## src/rtl/mmio_pwm_timer.sv

```systemverilog
// Memory-mapped peripheral with four glitch-free PWM channels and free-running
// microsecond / millisecond counters, sharing the unified load/store bus with RAM.
module mmio_pwm_timer #(
  parameter logic [31:0] BASE_ADDR    = 32'hFFFF_FFF0,
  parameter int          CLK_HZ       = 12_000_000,
  parameter int          PWM_PRESCALE = 1
) (
  input  logic        clk,
  input  logic        rst_n,
  input  logic        write_mem,
  input  logic [2:0]  funct3,
  input  logic [31:0] write_address,
  input  logic [31:0] write_data,
  input  logic [31:0] read_address,
  output logic [31:0] read_data,
  output logic        read_hit,
  output logic        led,
  output logic        red,
  output logic        green,
  output logic        blue
);

  localparam int US_DIV = CLK_HZ / 1_000_000;
  localparam int US_W   = (US_DIV > 1) ? $clog2(US_DIV) : 1;
  localparam int PRE_W  = (PWM_PRESCALE > 1) ? $clog2(PWM_PRESCALE) : 1;

  logic [31:0]      duty;
  logic [31:0]      shadow;
  logic             pwm_en;
  logic [31:0]      us_cnt;
  logic [31:0]      ms_cnt;
  logic [US_W-1:0]  us_pre;
  logic [9:0]       ms_pre;
  logic [PRE_W-1:0] pwm_pre;
  logic [7:0]       pwm_cnt;
  logic             us_tick;

  logic        wr_window;
  logic [1:0]  wr_off;
  logic [3:0]  wr_mask;
  logic [31:0] wr_data;
  logic        duty_wr;
  logic        ctrl_wr;
  logic        clr;

  // Byte-lane mask of a store; zero for misaligned or unsupported widths.
  always_comb begin
    wr_window = write_mem && (write_address[31:4] == BASE_ADDR[31:4]);
    wr_off    = write_address[1:0];
    wr_data   = write_data << {wr_off, 3'b000};
    wr_mask   = 4'b0000;
    case (funct3)
      3'b000: wr_mask = 4'b0001 << wr_off;
      3'b001: if (!wr_off[0]) wr_mask = 4'b0011 << wr_off;
      3'b010: if (wr_off == 2'b00) wr_mask = 4'b1111;
      default: wr_mask = 4'b0000;
    endcase
    if (!wr_window) wr_mask = 4'b0000;
    duty_wr = (write_address[3:2] == 2'b00);
    ctrl_wr = (write_address[3:2] == 2'b11);
    clr     = ctrl_wr && wr_mask[0] && wr_data[1];
  end

  always_ff @(posedge clk or negedge rst_n) begin
    if (!rst_n) begin
      duty   <= 32'h0;
      pwm_en <= 1'b1;
    end else begin
      for (int i = 0; i < 4; i++) begin
        if (duty_wr && wr_mask[i]) duty[8*i +: 8] <= wr_data[8*i +: 8];
      end
      if (ctrl_wr && wr_mask[0]) pwm_en <= wr_data[0];
    end
  end

  assign us_tick = (us_pre == US_W'(US_DIV - 1));

  // Clear wins over a coincident tick so software always sees a clean zero.
  always_ff @(posedge clk or negedge rst_n) begin
    if (!rst_n) begin
      us_pre <= '0;
      ms_pre <= 10'd0;
      us_cnt <= 32'h0;
      ms_cnt <= 32'h0;
    end else if (clr) begin
      us_pre <= '0;
      ms_pre <= 10'd0;
      us_cnt <= 32'h0;
      ms_cnt <= 32'h0;
    end else begin
      us_pre <= us_tick ? '0 : us_pre + 1'b1;
      if (us_tick) begin
        us_cnt <= us_cnt + 32'd1;
        if (ms_pre == 10'd999) begin
          ms_pre <= 10'd0;
          ms_cnt <= ms_cnt + 32'd1;
        end else begin
          ms_pre <= ms_pre + 10'd1;
        end
      end
    end
  end

  // Shadows follow DUTY while disabled so re-enabling starts on current values.
  always_ff @(posedge clk or negedge rst_n) begin
    if (!rst_n) begin
      pwm_pre <= '0;
      pwm_cnt <= 8'd0;
      shadow  <= 32'h0;
    end else if (!pwm_en) begin
      pwm_pre <= '0;
      pwm_cnt <= 8'd0;
      shadow  <= duty;
    end else if (pwm_pre == PRE_W'(PWM_PRESCALE - 1)) begin
      pwm_pre <= '0;
      pwm_cnt <= pwm_cnt + 8'd1;
      if (pwm_cnt == 8'd255) shadow <= duty;
    end else begin
      pwm_pre <= pwm_pre + 1'b1;
    end
  end

  always_ff @(posedge clk or negedge rst_n) begin
    if (!rst_n) begin
      led   <= 1'b0;
      red   <= 1'b0;
      green <= 1'b0;
      blue  <= 1'b0;
    end else begin
      led   <= pwm_en && (pwm_cnt < shadow[7:0]);
      red   <= pwm_en && (pwm_cnt < shadow[15:8]);
      green <= pwm_en && (pwm_cnt < shadow[23:16]);
      blue  <= pwm_en && (pwm_cnt < shadow[31:24]);
    end
  end

  logic        rd_window;
  logic [1:0]  rd_off;
  logic [31:0] rd_word;
  logic [31:0] rd_shift;
  logic [31:0] rd_value;

  // Load path: select word, align to bit 0, then extend per access width.
  always_comb begin
    rd_window = (read_address[31:4] == BASE_ADDR[31:4]);
    rd_off    = read_address[1:0];
    case (read_address[3:2])
      2'b00:   rd_word = duty;
      2'b01:   rd_word = us_cnt;
      2'b10:   rd_word = ms_cnt;
      default: rd_word = {31'h0, pwm_en};
    endcase
    rd_shift = rd_word >> {rd_off, 3'b000};
    rd_value = 32'h0;
    case (funct3)
      3'b000: rd_value = {{24{rd_shift[7]}}, rd_shift[7:0]};
      3'b100: rd_value = {24'h0, rd_shift[7:0]};
      3'b001: if (!rd_off[0]) rd_value = {{16{rd_shift[15]}}, rd_shift[15:0]};
      3'b101: if (!rd_off[0]) rd_value = {16'h0, rd_shift[15:0]};
      3'b010: if (rd_off == 2'b00) rd_value = rd_shift;
      default: rd_value = 32'h0;
    endcase
  end

  always_ff @(posedge clk or negedge rst_n) begin
    if (!rst_n) begin
      read_hit  <= 1'b0;
      read_data <= 32'h0;
    end else begin
      read_hit  <= rd_window;
      read_data <= rd_window ? rd_value : 32'h0;
    end
  end

endmodule
```

## config.mk

```make
export PLATFORM = sky130hd
export DESIGN_NAME = mmio_pwm_timer
export DESIGN_NICKNAME = d
export VERILOG_FILES = /design/src/rtl/mmio_pwm_timer.sv
export SDC_FILE = /design/constraint.sdc
export NUM_CORES = 1
export LEC_CHECK = 0
export CAP_MARGIN = 10
export CORE_ASPECT_RATIO = 2
export CORE_UTILIZATION = 45
export CTS_CLUSTER_SIZE = 40
export DETAILED_ROUTE_END_ITERATION = 10
export DONT_BUFFER_PORTS = 1
export GPL_ROUTABILITY_DRIVEN = 0
export GPL_TIMING_DRIVEN = 0
export PLACE_DENSITY = 0.69
export SLEW_MARGIN = 10
export SYNTH_ARGS = -nofsm -noshare
export SYNTH_HDL_FRONTEND = slang
export SYNTH_SLANG_ARGS = --single-unit
```

## constraint.sdc

```tcl
create_clock -name clk -period 3.9 [get_ports clk]
set_clock_uncertainty 0.2 [all_clocks]
set_input_delay 0.39 -clock clk [delete_from_list [all_inputs] [get_ports clk]]
set_output_delay 0.39 -clock clk [all_outputs]
set_load 0.03 [all_outputs]
```

==> flow_metrics.py <==
metrics = {
    "status": {
        "status": "complete, but fails checks",
        "violations": "hold timing",
    },
    "floorplan": {
        "die_h_um": 215.5,
        "fp.dieW_um": 108.7,
        "initial_core_util": 0.4607,
        "dieArea_sq_mm": 0.02343,
        "row_count": 77,
        "core-area_sq_mm": 0.02226,
        "io-pin-count": 139,
    },
    "worst_setup_path": {
        "critPathKind": "register to register",
        "cp_slowest_stage_delay_ns": 0.59,
        "critPathCaptureType": "register",
        "path_max_fanout": 10,
        "critPathRequiredTime_ns": 4.03,
        "path_cells": "ha_1 -> nand3b_1 -> nor4_1 -> clkbuf_1 -> nand4_1 -> xnor2_1 -> nor2_1",
        "arrival_ns": 2.93,
        "critPathLaunchType": "register",
        "slowest_stage": "nor4_1",
        "startpoint": "us_pre[0]",
        "r2r-start": "us_pre[0]",
    },
    "detailed_routing": {
        "wirelength_mm": 30.12,
        "drc": 0,
        "first_iter_violations": 353,
        "drt-pass1-iter-count": 5,
        "viasPerCell": 5.903,
        "num_vias": 7963,
        "avgRoutedWirePerCell_um": 22.33,
        "ant_nets": 0,
    },
    "layout": {
        "num-nets-final": 1195,
        "drive_gt1_frac": 0.1090,
        "diodes": 0,
        "area_growth_pct": 10.07,
    },
    "timing": {
        "max_slew_margin": 0.4634,
        "finalMaxSlewViolations": 0,
        "finalHoldViolations": 188,
        "period_needed_ns": 2.802,
        "setup-violations-final": 0,
        "tns_ns": 0,
        "rsz0062_at_grt": "no",
        "whs_ns": -0.5706,
        "tightest_slew_ns": 0.7987,
        "fin_crit_sh": 0.7184,
        "timing.fmax_mhz": 356.9,
    },
    "clocking": {
        "clock_latency_ns": 0.45,
        "cts_htree_levels": 4,
        "cts_made_buffers": 17,
        "cts_tree": "built",
        "clockBufferDepth": 2,
        "cts.clk_slew.worst_paths_ns": 0.07,
        "post-cts-setup-buffer-count": 0,
        "cts-hold-fix-buffers": 11,
        "cts_resized": 0,
        "cts.sinks": 188,
        "clock-root-buffer": "clkbuf_16",
    },
    "synthesis": {
        "synthTopCellsByArea": "dfrtp_1 (46%), mux2i_1 (6.9%), mux2_2 (5.2%)",
        "synth_area_leader_cell": "dfrtp_1",
        "synth_top_area_frac": 0.4564,
        "ys_ff_latch": 188,
        "synth_edf_count": 0,
        "synth_async_sr_flop_share": 1.000,
        "avgSynthCellArea_sq_um": 9.954,
        "syn-cell-area_sq_mm": 0.01025,
        "seq_area_frac_synth": 0.4590,
        "synth_top_cells_by_count": "dfrtp_1 (187), nand2_1 (99), nor2_1 (84)",
        "ys.flop_type": "dfrtp_1",
        "yosysWarnings": 0,
        "ys_types": 58,
        "syn-num-nets": 1165,
        "synth.most_common_cell": "dfrtp_1",
        "synthCells": 1030,
    },
    "placed_design": {
        "hpwlAfterDp_mm": 23.00,
        "port_buffers": 0,
    },
    "power": {
        "pwr-share-clk": 0.446,
        "combinationalPowerShare": 0.051,
        "switching_share": 0.2328,
        "ir_drop_v": 0.0003163,
        "p_sw_mw": 0.9017,
        "intPower_mw": 2.971,
        "power_density_mw_per_mm2": 343.2,
        "seqPwrFrac": 0.503,
        "leakagePower_nw": 4.885,
    },
    "job": {
        "cap_violations": 0,
    },
    "global_routing": {
        "grt_pass1_wl_mm": 46.18,
        "track_usage": 0.2718,
        "grt_pass1_vias": 8276,
        "grt_overflow": 0,
        "grt_antenna_before_repair": 1,
        "grt_max_degree": 189,
    },
    "worst_hold_path": {
        "hold_class": "input port to async pin",
    },
}
layout make-up:
type / count / area (sq um)
well taps: 276 / 345.3
multi-input cells: 753 / 5179
flip-flops and latches: 188 / 4706
plain buffers: 54 / 236.5
fillers: 2013 / 10970
inverters: 35 / 131.4
clock buffers: 19 / 432.9
clock inverters: 13 / 143.9
repair buffers: 11 / 110.1
routing by layer:
metal	wire length [um]	share of wire	GRT usage	up-vias
met3	1139	0.038	0.05255	107
li1	-	-	-	3693
met2	16420	0.55	0.4930	228
met1	10120	0.34	0.2573	3933
met4	2422	0.080	0.2149	2
met5	13	0.00043	0	-
layout by cell type (no fill, tap or decap), types with 32 or more instances in the layout:
master    netlist  layout
inv_1          35      35
clkbuf_1       30      32
nor2_1         84      84
nand4_1        45      45
mux2_2         47      47
a21oi_1        46      46
nand3_1        33      33
xor2_1         48      48
mux2i_1        71      71
dfrtp_1       187     187
nand2_1        99      99
o21ai_0        64      64
ha_1           33      33
logic make-up (layout without fill, tap and decap cells):
| family | count (synthesis) | in the layout | synth area share |
|---|---|---|---|
| adder cells (fa/ha/maj) | 33 | 33 | 0.04027 |
| XOR/XNOR | 66 | 66 | 0.05638 |
| flip-flops | 188 | 188 | 0.4590 |
| AO/OA/AOI/OAI | 169 | 169 | 0.1006 |
| buffers and inverters | 89 | 132 | 0.03588 |
| AND/OR/NAND/NOR | 366 | 366 | 0.1848 |
| multiplexers | 119 | 119 | 0.1231 |
state kept, by name, summed over array words and instances (netlist names):
name and cells:
us_pre 4, pwm_en 1, us_cnt 32, read_data 32
read_hit 1, ms_pre 10, led 1, pwm_cnt 8
green 1, red 1, shadow 32, duty 32
ms_cnt 32, blue 1
worst max-delay path, delay by kind of cell (launching register included):
| kind | cells | cell delay [ns] |
|---|---|---|
| flip-flops | 1 | 0.37 |
| AND/OR/NAND/NOR | 4 | 1.17 |
| buffers and inverters | 1 | 0.47 |
| XOR/XNOR | 1 | 0.20 |
| adder cells (fa/ha/maj) | 1 | 0.26 |
through the flow:
step | area (sq um) | power (mW) | utilization | worst slack (ns) | cells
2_1_floorplan | 10250 | 2.110 | - | 1.735 | 1030
3_3_place_gp | 10600 | 2.161 | 0.4762 | 1.086 | 1306
3_5_place_dp | 10600 | 2.164 | 0.4762 | 1.035 | 1306
4_1_cts | 11280 | 3.895 | 0.5071 | 1.143 | 1349
5_1_grt | 11280 | 3.988 | 0.5071 | 0.8887 | 1349
6_report | 11280 | 3.873 | 0.5071 | 1.098 | 1349
final timing paths:
kind | to | slack (ns) | depth (start not counted)
setup reg to reg | us_cnt[22] | 1.10 | 7
hold / removal | blue | -0.57 | 0
hold reg to reg | us_pre[0] | 0.28 | 1
setup / recovery | us_cnt[22] | 1.10 | 7
min in group clk | read_hit | 0.01 | 4
max in group asynchronous | read_data[29] | 3.75 | 0
power groups by stage:
stage / registers, mW / logic (mW) / clock network [mW]
3_3_place_gp: 1.99 / 0.175 / 0
2_1_floorplan: 1.99 / 0.124 / 0
3_5_place_dp: 1.99 / 0.178 / 0
4_1_cts: 1.95 / 0.191 / 1.76
5_1_grt: 1.95 / 0.207 / 1.83
6_report: 1.95 / 0.196 / 1.73
(Power assumes the default switching activity.)
